### src/rtl/or1200_operandmux_nway.sv
// -----------------------------------------------------------------------------
// or1200_operandmux_nway
//
// N-lane operand selection and ID/EX operand register for the multi-issue
// OR1200 core. For each lane, operand A comes from that lane's register file
// port A, or from the EX or WB forwarding result of any lane. Operand B uses
// the same sources and can also take the lane's sign-extended immediate. The
// selected values go into the EX-stage operand registers. Those registers hold
// steady while the pipeline is frozen.
//
// Parameters
//   LANES  number of issue lanes (1..8)
//   DW     datapath width
//   LIW    lane-index width, max(1, clog2(LANES)) (derived)
//   SW     per-lane select width, 2 + LIW (derived)
//
// Ports (lane i of every bus sits at [i*DW +: DW], or [i*SW +: SW] for selects)
//   clk        core clock, all state on rising edge
//   rst        asynchronous reset, active low
//   id_freeze  ID stage frozen
//   ex_freeze  EX stage frozen
//   rf_dataa   register file port A data, per lane
//   rf_datab   register file port B data, per lane
//   simm       sign-extended immediate, per lane
//   ex_forw    EX-stage result, per lane
//   wb_forw    WB-stage result, per lane
//   sel_a      operand A select {type, source lane}, per lane
//   sel_b      operand B select {type, source lane}, per lane
//   operand_a  registered EX operand A, per lane
//   operand_b  registered EX operand B, per lane
//   muxed_b    combinational operand B mux output (store data path), per lane
// -----------------------------------------------------------------------------
module or1200_operandmux_nway #(
    parameter  int LANES = 2,
    parameter  int DW    = 32,
    localparam int LIW   = (LANES > 1) ? $clog2(LANES) : 1,
    localparam int SW    = 2 + LIW
) (
    input  logic                clk,
    input  logic                rst,
    input  logic                id_freeze,
    input  logic                ex_freeze,
    input  logic [LANES*DW-1:0] rf_dataa,
    input  logic [LANES*DW-1:0] rf_datab,
    input  logic [LANES*DW-1:0] simm,
    input  logic [LANES*DW-1:0] ex_forw,
    input  logic [LANES*DW-1:0] wb_forw,
    input  logic [LANES*SW-1:0] sel_a,
    input  logic [LANES*SW-1:0] sel_b,
    output logic [LANES*DW-1:0] operand_a,
    output logic [LANES*DW-1:0] operand_b,
    output logic [LANES*DW-1:0] muxed_b
);

    // Select type encoding (same as OR1200_SEL_*)
    localparam logic [1:0] SEL_RF  = 2'd0;
    localparam logic [1:0] SEL_IMM = 2'd1;
    localparam logic [1:0] SEL_EX  = 2'd2;
    localparam logic [1:0] SEL_WB  = 2'd3;

    // Pick lane k out of a forwarding bus. If k names a lane that does not
    // exist, no entry matches and the caller's fallback (own-lane RF) is used.
    function automatic logic [DW-1:0] pick_lane(
        input logic [LANES*DW-1:0] bus,
        input logic [LIW-1:0]      k,
        input logic [DW-1:0]       fallback
    );
        logic [DW-1:0] r;
        r = fallback;
        for (int j = 0; j < LANES; j++) begin
            if (k == LIW'(j)) r = bus[j*DW +: DW];
        end
        return r;
    endfunction

    for (genvar g = 0; g < LANES; g++) begin : g_lane
        logic [1:0]     typ_a, typ_b;
        logic [LIW-1:0] k_a, k_b;
        logic [DW-1:0]  rf_a, rf_b, imm;
        logic [DW-1:0]  mux_a, mux_b;
        logic [DW-1:0]  reg_a, reg_b;
        logic           saved_a, saved_b;
        logic           load_a, load_b;

        assign typ_a = sel_a[g*SW+LIW +: 2];
        assign k_a   = sel_a[g*SW +: LIW];
        assign typ_b = sel_b[g*SW+LIW +: 2];
        assign k_b   = sel_b[g*SW +: LIW];
        assign rf_a  = rf_dataa[g*DW +: DW];
        assign rf_b  = rf_datab[g*DW +: DW];
        assign imm   = simm[g*DW +: DW];

        // Operand A has no immediate path: IMM falls through to RF.
        always_comb begin
            mux_a = rf_a;
            case (typ_a)
                SEL_EX:  mux_a = pick_lane(ex_forw, k_a, rf_a);
                SEL_WB:  mux_a = pick_lane(wb_forw, k_a, rf_a);
                default: mux_a = rf_a;
            endcase
        end

        always_comb begin
            mux_b = rf_b;
            case (typ_b)
                SEL_RF:  mux_b = rf_b;
                SEL_IMM: mux_b = imm;
                SEL_EX:  mux_b = pick_lane(ex_forw, k_b, rf_b);
                SEL_WB:  mux_b = pick_lane(wb_forw, k_b, rf_b);
                default: mux_b = rf_b;
            endcase
        end

        // The register loads only when EX is running and no captured value is
        // being protected. The saved flag follows id_freeze on every
        // non-EX-frozen edge. So a freeze captures on its first edge, and the
        // edge after id_freeze falls only clears the flag. Loading restarts
        // on the edge after that.
        assign load_a = !ex_freeze && !saved_a;
        assign load_b = !ex_freeze && !saved_b;

        always_ff @(posedge clk or negedge rst) begin
            if (!rst) begin
                reg_a   <= '0;
                saved_a <= 1'b0;
            end else begin
                if (!ex_freeze) saved_a <= id_freeze;
                if (load_a)     reg_a   <= mux_a;
            end
        end

        always_ff @(posedge clk or negedge rst) begin
            if (!rst) begin
                reg_b   <= '0;
                saved_b <= 1'b0;
            end else begin
                if (!ex_freeze) saved_b <= id_freeze;
                if (load_b)     reg_b   <= mux_b;
            end
        end

        assign operand_a[g*DW +: DW] = reg_a;
        assign operand_b[g*DW +: DW] = reg_b;
        assign muxed_b[g*DW +: DW]   = mux_b;
    end

endmodule

### config.mk
export PLATFORM = sky130hd
export DESIGN_NAME = or1200_operandmux_nway
export DESIGN_NICKNAME = d
export VERILOG_FILES = /design/src/rtl/or1200_operandmux_nway.sv
export SDC_FILE = /design/constraint.sdc
export NUM_CORES = 1
export LEC_CHECK = 0
export ABC_CLOCK_PERIOD_IN_PS = 2200
export BUFFER_PORTS_ARGS = -buffer_cell sky130_fd_sc_hd__buf_2
export CORE_AREA = 2 2 203 205
export CTS_CLUSTER_DIAMETER = 120
export CTS_CLUSTER_SIZE = 40
export DETAILED_ROUTE_END_ITERATION = 7
export DIE_AREA = 0 0 205 207
export SLEW_MARGIN = 30
export SYNTH_ARGS = -nofsm -noshare
export SYNTH_HDL_FRONTEND = slang
export SYNTH_SLANG_ARGS = --single-unit
### constraint.sdc
create_clock -name clk -period 2.2 [get_ports clk]
set_clock_uncertainty 0.05 [all_clocks]
set_input_delay 0.22 -clock clk [delete_from_list [all_inputs] [get_ports clk]]
set_output_delay 0.22 -clock clk [all_outputs]
set_load 0.1 [all_outputs]
==> flow_summary.ini <==
[setup_path]
critPathKind = in2out
crit_required_ns = 1.93
cp_slowest_cell = a222oi_1
worstPathMaxFanout = 20
reg2reg_from = g_lane[0].saved_b
r2r-end = g_lane[0].reg_a[5]
r2r_setup_slack_ns = 0.52
cp.arrival_ns = 1.91
critPathLaunch = sel_b[0]
cp_num_buf_inv = 5
critPathTopFamily = buffers and inverters
cp.depth = 8
r2r_cells = 4
endpoint = muxed_b[22]
start_kind = input pin
cpMostUsedCell = buf_4
slowest_delay_ns = 0.39
crit_path_end_kind = output port
critical_path.cell_chain = buf_4 > buf_12 > buf_4 > mux2_2 > a222oi_1 > buf_4 > nor2_2 > buf_12

[logic_synthesis]
syn_avg_cell_area_sq_um = 9.11
async_reset_ff_share_pct = 100
ys.flop_type = dfrtp_1
synthesis.area_sq_mm = 0.0113
synth_nets = 1574
synth_seq_cells = 129
syn_inst = 1238
synth-warning-count = 0
synth_edf_count = 0
synth_seq_area_share_pct = 28.6
ys_types = 38

[power_and_ir_drop]
powerDensity_mw_per_mm2 = 883
ir_drop_mv = 0.556
leakage_nw = 7.46
power.total_mw = 14.6

[drt]
dr_total_vias = 12800
drt-pass1-iter-count = 6
drc_errors = 0
wl_per_cell_um = 26.5
routed_wl_um = 60800
ant_nets = 0
viasPerCell = 5.58
initialDrtViolationCount = 1449

[sta]
period_share_pct = 99.2
worst_slew_pin_slew_ns = 0.865
finalMaxSlewViolations = 0
slew_headroom_pct = 42.4
finalSetupViolations = 0
final_hold_viol_count = 0
whs_ns = 0.0285
clock.fmax_mhz = 458
fin_crit_ns = 2.18
rsz0062_at_grt = no

[clock_tree]
clock_sinks = 129
cts_tree = built
clk_pin_slew_worst_paths_ns = 0.06
cts_post_setup_buffers_inserted = 0
root_buffer = clkbuf_16
cts_buffers = 17
ctsResizeCount = 0
clock_path_buffers = 2
clk-insertion-delay-late_ns = 0.44
htree_levels = 4

[floorplan]
num_rows = 74
core_area_sq_mm = 0.0404
fp.dieW_um = 205
die_h_um = 207
start_util_pct = 27.9
dieArea_sq_mm = 0.0424
ioPinCount = 528

[global_routing]
grt_pass1_vias = 13000
grt_start_max_net_pins = 97
grt_pass1_wl_um = 87000
overflow = 0
antenna_found_initial = 15
grt.total_usage_pct = 27.8

[place]
io_buffers = 527
gp_congestion = 0.955
place_hpwl_um = 46700

[worst_hold_path]
hp-class = in2reg

[final_layout]
layout.nets = 2070
areaGrowthSynthToFinish_pct = 46.6
fin_util_pct = 40.9
drive_above_1_share_pct = 53.3

[run_status]
status = finished clean

[flow_run]
drv_cap = 0
[Yosys cell counts (16+ instances only)]
library cell / instances / share of area (%)
mux2_2: 195 / 19
a21oi_1: 143 / 6.3
dfrtp_1: 129 / 29
nand2_1: 94 / 3.1
nor2_1: 82 / 2.7
a222oi_1: 78 / 6.9
o21ai_0: 60 / 2.7
mux2i_1: 52 / 4.6
clkbuf_1: 51 / 1.7
buf_2: 50 / 2.2
nor2b_1: 49 / 2.7
a211oi_1: 32 / 2.1
a21o_1: 32 / 2.1
o21bai_1: 32 / 2.1
o31ai_1: 32 / 2.1
buf_6: 18 / 1.8
nand2b_1: 17 / 0.94
o31ai_2: 16 / 1.8
[flip-flops by register name, indices dropped and copies added (netlist names)]
name            count
g_lane.saved_b      1
g_lane.reg_a       64
g_lane.reg_b       64
[worst min path at each step]
stage,cells after the start,from,to
global route,3,rf_datab[5],g_lane[0].reg_b[5]
CTS,3,rf_datab[32],g_lane[1].reg_b[0]
floorplan,0,rst,g_lane[0].reg_a[0]
finish,3,rf_datab[56],g_lane[1].reg_b[24]
global placement,1,rst,g_lane[1].reg_b[6]
detailed placement,1,rst,g_lane[1].reg_b[6]
[placed cells by master, fill, tap and decap left out, types with 6 or more instances in the layout]
| cell type | n |
|---|---|
| o31ai_2 | 16 |
| clkbuf_16 | 17 |
| a211o_1 | 15 |
| buf_4 | 54 |
| o21ai_0 | 60 |
| a21oi_1 | 95 |
| buf_12 | 72 |
| o31ai_1 | 32 |
| o22ai_1 | 6 |
| mux2_4 | 10 |
| dlygate4sd3_1 | 14 |
| buf_2 | 466 |
| a211oi_1 | 32 |
| nor2_1 | 66 |
| o22ai_2 | 10 |
| a21oi_4 | 15 |
| nor2_2 | 16 |
| a21oi_2 | 33 |
| nand2_1 | 94 |
| a21o_1 | 32 |
| nand2b_1 | 17 |
| diode_2 | 18 |
| dfrtp_1 | 129 |
| mux2i_1 | 52 |
| o21bai_1 | 32 |
| a222oi_1 | 78 |
| mux2_2 | 195 |
| nor2b_1 | 47 |
[report_power, final]
group | total (mW) | internal, mW | switching (mW)
combinational | 8.59 | 2.07 | 6.52
clock | 2.88 | 1.57 | 1.31
sequential | 3.12 | 2.84 | 0.283
[worst min-delay path, stage by stage]
cell and delay (ns):
buf_2 0.09, o31ai_1 0.06, a21oi_1 0.11
[cell type report]
cell class                 instances  area [sq um]
antenna                           18          45.0
clock buffer                      18           429
clock inverter                    14           130
fill                            4098         23800
inverter                           5          18.8
multi-input combinational        974          7680
sequential                       129          3230
tap                              532           666
timing repair buffer             607          4330
[cell families (layout without fill, tap and decap cells)]
logic type	count (synthesis)	after routing	synth area share, %
DFF	129	129	28.6
muxes	257	257	25.4
and+or+nand+nor	252	252	10.1
other	0	18	0
buffers and inverters	135	644	6.45
AOI/OAI and AO/OA	465	465	29.4
[repair_timing]
item                       in CTS  in global routing
setup endpoints to repair       0                  1
hold buffers                   14                  0
hold endpoints to repair      142                  0
[through the flow]
step | area (sq um) | setup slack [ns] | setup TNS (ns) | cells
finish | 16500 | 0.0186 | 0 | 2297
global route | 16500 | 0.00379 | 0 | 2294
CTS | 16500 | 0.0794 | 0 | 2279
detailed placement | 15800 | 0.0840 | 0 | 2233
global placement | 15800 | 0.112 | 0 | 2233
floorplan | 11600 | -0.0428 | -0.0428 | 1238
[layer usage]
metal	vias to the layer above	wire length, um	GRT usage, %
li1	5741	-	-
met1	6260	26700	38.8
met2	726	26400	40.9
met3	98	6010	7.63
met4	0	1620	10.1
met5	-	0	0
(Power assumes the default switching activity.)
